File: config.mk
export PLATFORM = sky130hd
export DESIGN_NAME = prog_sequencer_flat
export DESIGN_NICKNAME = d
export VERILOG_FILES = /design/src/rtl/prog_sequencer_if.sv /design/src/rtl/prog_sequencer.sv /design/src/flat_wrapper.sv
export SDC_FILE = /design/constraint.sdc
export NUM_CORES = 1
export LEC_CHECK = 0
export ABC_AREA = 0
export CAP_MARGIN = 20
export CORE_AREA = 2 2 39 41
export CTS_CLUSTER_SIZE = 14
export DETAILED_ROUTE_END_ITERATION = 8
export DIE_AREA = 0 0 41 43
export PLACE_DENSITY = 0.72
export SKIP_CTS_REPAIR_TIMING = 1
export SLEW_MARGIN = 20
export SYNTH_ARGS = -nofsm -noshare
export SYNTH_HDL_FRONTEND = slang
export SYNTH_SLANG_ARGS = --single-unit
File: constraint.sdc
create_clock -name Clk -period 1.5 [get_ports Clk]
set_input_delay 0.225 -clock Clk [delete_from_list [all_inputs] [get_ports Clk]]
set_output_delay 0.225 -clock Clk [all_outputs]
set_load 0.05 [all_outputs]
File: src/rtl/prog_sequencer_if.sv
// Fetch-control bundle between prog_sequencer (master) and its environment (slave).
// The master drives the fetch-unit controls and the status flags.
interface prog_sequencer_if #(
  parameter int PC_W = 10
);
  logic            Start;
  logic            Halt;
  logic            BrTaken;
  logic            BrRel;
  logic [PC_W-1:0] BrTarget;
  logic            Hold;
  logic            Jump;
  logic            BranchAbsOrRel;
  logic [PC_W-1:0] Target;
  logic [1:0]      ProgSel;
  logic            Busy;
  logic            Ack;
  logic            Timeout;

  modport master (
    input  Start, Halt, BrTaken, BrRel, BrTarget,
    output Hold, Jump, BranchAbsOrRel, Target, ProgSel, Busy, Ack, Timeout
  );

  modport slave (
    output Start, Halt, BrTaken, BrRel, BrTarget,
    input  Hold, Jump, BranchAbsOrRel, Target, ProgSel, Busy, Ack, Timeout
  );
endinterface

File: src/rtl/prog_sequencer.sv
// Program-level fetch controller: loads each program's base, passes branches, freezes on halt.
// Optional RUN watchdog enabled by defining PROG_TIMEOUT_EN.
module prog_sequencer #(
  parameter int                PC_W        = 10,
  parameter int                NUM_PROGS   = 3,
  parameter logic [4*PC_W-1:0] BASE_TABLE  = {10'd768, 10'd512, 10'd256, 10'd0},
  parameter int                TIMEOUT_CYC = 1023
) (
  input logic              Clk,
  input logic              Reset,
  prog_sequencer_if.master bus
);

  typedef enum logic [1:0] {
    S_IDLE,
    S_LOAD,
    S_RUN,
    S_DONE
  } state_t;

  state_t          state_q, state_d;
  logic [1:0]      prog_sel_q, prog_sel_d;
  logic            hold, jump, abs_or_rel;
  logic [PC_W-1:0] target;
  logic [PC_W-1:0] base_sel;

`ifdef PROG_TIMEOUT_EN
  logic [PC_W-1:0] cnt_q, cnt_d;
  logic            timeout_q, timeout_d;
`endif

  always_comb begin
    case (prog_sel_q)
      2'd0:    base_sel = BASE_TABLE[0*PC_W +: PC_W];
      2'd1:    base_sel = BASE_TABLE[1*PC_W +: PC_W];
      2'd2:    base_sel = BASE_TABLE[2*PC_W +: PC_W];
      default: base_sel = BASE_TABLE[3*PC_W +: PC_W];
    endcase
  end

  always_comb begin
    state_d    = state_q;
    prog_sel_d = prog_sel_q;
    hold       = 1'b1;
    jump       = 1'b0;
    abs_or_rel = 1'b0;
    target     = '0;
`ifdef PROG_TIMEOUT_EN
    cnt_d      = cnt_q;
    timeout_d  = timeout_q;
`endif
    case (state_q)
      S_IDLE: begin
        if (bus.Start) begin
          state_d = S_LOAD;
`ifdef PROG_TIMEOUT_EN
          cnt_d     = '0;
          timeout_d = 1'b0;
`endif
        end
      end
      S_LOAD: begin
        hold   = 1'b0;
        jump   = 1'b1;
        target = base_sel;
        if (!bus.Start) state_d = S_RUN;
      end
      S_RUN: begin
        // Halt wins over a same-cycle branch so the PC parks on the halt instruction.
        hold       = bus.Halt;
        jump       = bus.BrTaken & ~bus.Halt;
        abs_or_rel = bus.BrRel;
        target     = bus.BrTarget;
        if (bus.Halt) begin
          state_d = S_DONE;
        end
`ifdef PROG_TIMEOUT_EN
        else begin
          // cnt_d counts RUN cycles including this one; trips in the TIMEOUT_CYC-th.
          cnt_d = cnt_q + 1'b1;
          if (cnt_d == PC_W'(TIMEOUT_CYC)) begin
            state_d   = S_DONE;
            timeout_d = 1'b1;
            hold      = 1'b1;
            jump      = 1'b0;
          end
        end
`endif
      end
      S_DONE: begin
        if (bus.Start) begin
          state_d    = S_LOAD;
          prog_sel_d = (prog_sel_q == 2'(NUM_PROGS - 1)) ? 2'd0 : prog_sel_q + 2'd1;
`ifdef PROG_TIMEOUT_EN
          cnt_d      = '0;
          timeout_d  = 1'b0;
`endif
        end
      end
      default: state_d = S_IDLE;
    endcase
  end

  always_ff @(posedge Clk) begin
    if (Reset) begin
      state_q    <= S_IDLE;
      prog_sel_q <= 2'd0;
`ifdef PROG_TIMEOUT_EN
      cnt_q      <= '0;
      timeout_q  <= 1'b0;
`endif
    end else begin
      state_q    <= state_d;
      prog_sel_q <= prog_sel_d;
`ifdef PROG_TIMEOUT_EN
      cnt_q      <= cnt_d;
      timeout_q  <= timeout_d;
`endif
    end
  end

  assign bus.Hold           = hold;
  assign bus.Jump           = jump;
  assign bus.BranchAbsOrRel = abs_or_rel;
  assign bus.Target         = target;
  assign bus.ProgSel        = prog_sel_q;
  assign bus.Busy           = (state_q == S_LOAD) || (state_q == S_RUN);
  assign bus.Ack            = (state_q == S_DONE);
`ifdef PROG_TIMEOUT_EN
  assign bus.Timeout        = timeout_q;
`else
  assign bus.Timeout        = 1'b0;
`endif

endmodule

File: src/flat_wrapper.sv
// flat-port wrapper written by rule: the top's interface ports become plain ports
module prog_sequencer_flat 
#(
  parameter int                PC_W        = 10,
  parameter int                NUM_PROGS   = 3,
  parameter logic [4*PC_W-1:0] BASE_TABLE  = {10'd768, 10'd512, 10'd256, 10'd0},
  parameter int                TIMEOUT_CYC = 1023
)
  (Clk, Reset, bus_Start, bus_Halt, bus_BrTaken, bus_BrRel, bus_BrTarget, bus_Hold, bus_Jump, bus_BranchAbsOrRel, bus_Target, bus_ProgSel, bus_Busy, bus_Ack, bus_Timeout);
  prog_sequencer_if #(.PC_W(PC_W)) bus_i ();
  input logic Clk;
  input logic Reset;
  input wire logic [$bits(bus_i.Start)-1:0] bus_Start;
  input wire logic [$bits(bus_i.Halt)-1:0] bus_Halt;
  input wire logic [$bits(bus_i.BrTaken)-1:0] bus_BrTaken;
  input wire logic [$bits(bus_i.BrRel)-1:0] bus_BrRel;
  input wire logic [$bits(bus_i.BrTarget)-1:0] bus_BrTarget;
  output wire logic [$bits(bus_i.Hold)-1:0] bus_Hold;
  output wire logic [$bits(bus_i.Jump)-1:0] bus_Jump;
  output wire logic [$bits(bus_i.BranchAbsOrRel)-1:0] bus_BranchAbsOrRel;
  output wire logic [$bits(bus_i.Target)-1:0] bus_Target;
  output wire logic [$bits(bus_i.ProgSel)-1:0] bus_ProgSel;
  output wire logic [$bits(bus_i.Busy)-1:0] bus_Busy;
  output wire logic [$bits(bus_i.Ack)-1:0] bus_Ack;
  output wire logic [$bits(bus_i.Timeout)-1:0] bus_Timeout;
  assign bus_i.Start = bus_Start;
  assign bus_i.Halt = bus_Halt;
  assign bus_i.BrTaken = bus_BrTaken;
  assign bus_i.BrRel = bus_BrRel;
  assign bus_i.BrTarget = bus_BrTarget;
  assign bus_Hold = bus_i.Hold;
  assign bus_Jump = bus_i.Jump;
  assign bus_BranchAbsOrRel = bus_i.BranchAbsOrRel;
  assign bus_Target = bus_i.Target;
  assign bus_ProgSel = bus_i.ProgSel;
  assign bus_Busy = bus_i.Busy;
  assign bus_Ack = bus_i.Ack;
  assign bus_Timeout = bus_i.Timeout;
  prog_sequencer #(.PC_W(PC_W), .NUM_PROGS(NUM_PROGS), .BASE_TABLE(BASE_TABLE), .TIMEOUT_CYC(TIMEOUT_CYC)) u_core (.Clk(Clk), .Reset(Reset), .bus(bus_i));
endmodule
# Word level (Yosys, flattened, before mapping)

Cells that the tools add are included.

Bits in registers: 4
Output and inout port bits: 18
Logic and storage cells: 29

$add $sub $neg: 1
Equality and inequality tests: 8
Mux-type cells: 10
Bitwise operators: 2
Reduce and logical (&&, ||, !) cells: 6

Operator list:

| cell                                                   | count |
|---|---|
| case mux 10 bit (3 select lines)                       | 1 |
| case mux 10 bit (2 select lines)                       | 1 |
| 2-to-1 mux 2 bit                                       | 4 |
| == test 2 bit (second input constant)                  | 3 |
| case mux 2 bit (3 select lines)                        | 1 |
| == test 2 x 1 -> 1 bit (second input constant)         | 2 |
| logical NOT 2 bit                                      | 2 |
| inequality test 2 bit (second input constant)          | 2 |
| case mux 1 bit (2 select lines)                        | 2 |
| AND reduction 3 bit                                    | 1 |
| adder 2 x 1 -> 2 bit (second input constant)           | 1 |
| inequality test 2 x 1 -> 1 bit (second input constant) | 1 |
| AND reduction 2 bit                                    | 1 |
| OR reduction 2 bit                                     | 1 |
| bitwise AND 1 bit                                      | 1 |
| logical OR 1 bit                                       | 1 |
| 2-to-1 mux 1 bit                                       | 1 |
| inverter 1 bit                                         | 1 |

# Longest topological paths before layout

Gate-level depths: netlist of run 1.

Depth after elaboration: 4
Depth in mapped cells: 5
Mapped depth without buffers: 5

# Worst setup path after synthesis of run 1

OpenSTA, ideal clock, no wires.

Kind: register -> output
Start: reg u_core.state_q[0]
End: out bus_Hold
Arrival time: 1.626 ns
Path slack: -0.351 ns
Cell stages (with the launch flop): 5
Buffers on the path: 0
Cells stage by stage: dfxtp_1 inv_1 ha_1 and2b_1 a21oi_1

Cells in the longest elaborated chain, start to end: 2
Elaborated cells between the ends (all ways): 3

RTL lines:

| element                                                 | RTL line              | RTL |
|---|---|---|
| start: declaration                                      | prog_sequencer.sv:21  | `state_t state_q, state_d;` |
| start signal: assignment                                | prog_sequencer.sv:113 | `state_q <= state_d;` |
| == test 2 bit or == test 2 x 1 -> 1 bit (tied branches) | prog_sequencer.sv:52  | `case (state_q)` |
| case mux 1 bit (2 select lines) *                       | prog_sequencer.sv:52  |  |
| end: declaration                                        | flat_wrapper.sv:18    | `output wire logic [$bits(bus_i.Hold)-1:0] bus_Hold;` |

Mark *: on every way between the ends. The rest lies on a longest branch, timed or not.

# Final worst setup path of run 1

Start: reg u_core.state_q[0]
End: out bus_Target[9]

Cells in the longest elaborated chain, start to end: 2
Elaborated cells between the ends (all ways): 3

RTL lines:

| element                                                 | RTL line             | RTL |
|---|---|---|
| == test 2 bit or == test 2 x 1 -> 1 bit (tied branches) | prog_sequencer.sv:52 |  |
| case mux 10 bit (2 select lines) *                      | prog_sequencer.sv:52 |  |
| end: declaration                                        | flat_wrapper.sv:21   | `output wire logic [$bits(bus_i.Target)-1:0] bus_Target;` |

Marks and branches as above.

==> flow_summary.json, run 1 <==
{
  "drtAntennaViolNets": 0,
  "insertion_delay_ns": 0.23,
  "ys_types": 26,
  "finClkSkew_ns": 0.0008138,
  "worstSetupPathType": "register to primary output",
  "postSynthAreaPerCell_um2": 7.382,
  "ys_warn_count": 0,
  "grt.total_usage": 0.1623,
  "finalWorstSetupSlack_ns": -0.05180,
  "syn_area_um2": 369.1,
  "p_leak_nw": 0.4107,
  "slew_violations": 0,
  "fin_area_um2": 1007,
  "synth_most_common_cell": "and3_1",
  "async_flop_share": 0,
  "place.gp.congestion": 0.7440,
  "layout-drive-gt1-share": 0.5517,
  "synth_top_flop_cell": "dfxtp_1",
  "dp_hpwl_mm": 1.048,
  "placement.cell_area_um2": 947.2,
  "clockRootBuffer": "clkbuf_4",
  "vias": 496,
  "cts_sinks": 4,
  "num_rows": 14,
  "cp_max_fo": 4,
  "synth_nets": 70,
  "crit_path_end_kind": "primary output",
  "min_path_type": "register to register",
  "via_per_inst": 4.816,
  "post-route-period-util": 1.035,
  "numCtsBuffers": 3,
  "first_pass_iters": 2,
  "syn_inst": 50,
  "violations": "negative setup slack",
  "period_needed_ns": 1.552,
  "grt_pass1_vias": 488,
  "setup_violations": 8,
  "p_per_area_nw_per_um2": 1923,
  "rsz0062_at_grt": "true",
  "final_hold_viol_count": 0,
  "grt_max_degree": 14,
  "antenna_cells": 0,
  "cts-htree-levels": 1,
  "die_x_um": 41,
  "netlist_top_cells_count": "8 x and3_1, 4 x a21oi_1, 4 x dfxtp_1, 4 x ha_1, 4 x inv_1",
  "final_nets": 109,
  "dieHeight_um": 43,
  "yosys.area.top_type": "dfxtp_1",
  "io_buffers": 32,
  "drv_cap": 0,
  "coreArea_um2": 1384,
  "clk_pin_slew_ns": 0.03,
  "num_io_pins": 34,
  "drt_wl_total_mm": 1.233,
  "synth_edf_count": 0,
  "irDropWorstVdd_v": 0.001608,
  "die_area_um2": 1763,
  "area_delta_synth_final_pct": 172.9,
  "fmaxAchievable_mhz": 644.4,
  "routedWlPerCell_um": 11.97,
  "seq_area_frac_synth": 0.2169,
  "first_iter_violations": 1,
  "ys_ff_latch": 4,
  "synth_area_leaders": "dfxtp_1 22%, and3_1 14%, ha_1 14%, a21oi_1 5.4%, a22oi_1 4.1%",
  "synth_top_area_share": 0.2169,
  "clock_path_buffers": 2,
  "start_util": 0.2667,
  "status": "complete, but fails checks",
  "gr-total-overflow": 0,
  "cp.required_ns": 1.27,
  "p_total_mw": 1.937,
  "nFillCells": 94,
  "startpoint_type": "register",
  "grt_pass1_wl_mm": 1.973,
  "drc_errors": 0,
  "worst_ep_arrival_time_ns": 1.33,
  "grt_antenna_before_repair": 0,
  "tritoncts": "done"
}
final cells by class:
cell class,instances,area (µm²),share of cell area
Tap cell,16,20.02,0.01988
Clock buffer,3,22.52,0.02236
Sequential cell,4,85.08,0.08447
Inverter,5,26.28,0.02609
Timing Repair Buffer,36,520.5,0.5168
Multi-Input combinational cell,39,332.8,0.3304
registers in the layout, summed over array words and instances (netlist names):
name                cells
u_core.state_q          2
u_core.bus.ProgSel      2
final timing paths:
check,slack [ns],endpoint,depth (start not counted),from
max,-0.05,bus_Target[9],5,u_core.state_q[0]
min,0.56,u_core.bus.ProgSel[1],2,u_core.bus.ProgSel[1]
max reg2reg,0.17,u_core.state_q[0],6,u_core.state_q[0]
min reg2reg,0.56,u_core.bus.ProgSel[1],2,u_core.bus.ProgSel[1]
cells by family after synthesis:
logic type,synth area share
compound gates,0.2102
fa+ha+maj,0.1356
buf+inv,0.08133
flops,0.2170
other cells,0.01016
simple gates,0.3458
worst max-delay path, cell delays in order, from the launching register on:
cell and delay (ns):
dfxtp_2 0.32, inv_2 0.05, ha_4 0.26, buf_4 0.16
nor2_2 0.15, buf_12 0.15
power breakdown:
part           internal [mW]  leakage, nW  switching (mW)
combinational          0.760        0.363           0.864
clock                 0.0892       0.0138          0.0404
sequential             0.147       0.0336          0.0363
per-stage QoR:
step / TNS [ns] / std cells / util / hold slack, ns / worst slack, ns
after detailed placement: -0.05875 / 100 / 0.6844 / 0.5420 / -0.05875
after floorplan: -0.2937 / 50 / - / 0.2874 / -0.05101
final: -0.3251 / 103 / 0.7278 / 0.5558 / -0.05180
after CTS: -1.953 / 103 / 0.7007 / 0.5490 / -0.1728
after global placement: -0.01805 / 100 / 0.6844 / 0.5286 / -0.01805
after global routing: -0.8379 / 103 / 0.7278 / 0.5758 / -0.09475
cell usage in the layout, fill, tap and decap left out, drive strengths merged, types with 2 or more instances in the layout:
master,netlist,routed
a21oi,5,5
a22oi,2,2
nor2,3,3
buf,1,21
clkbuf,1,3
inv,5,5
nand2,4,4
dfxtp,4,4
o21ai,2,2
ha,4,4
clkdlybuf4s50,0,15
and3,8,8
layer usage:
metal | routed length (µm) | GRT usage | part of all wire
met1 | 480 | 0.2013 | 0.39
met2 | 589 | 0.2531 | 0.48
met3 | 144 | 0.03141 | 0.12
met4 | 17 | 0.08000 | 0.014
met5 | 0 | 0 | 0
Note: power is estimated with default switching activity, not from simulation.
==> run 2, diff against run 1 <==
Settings changed: CTS_CLUSTER_SIZE 14 to default.
==> results of run 2 <==
Final layout, timing and power as in run 1 (identical DEF).
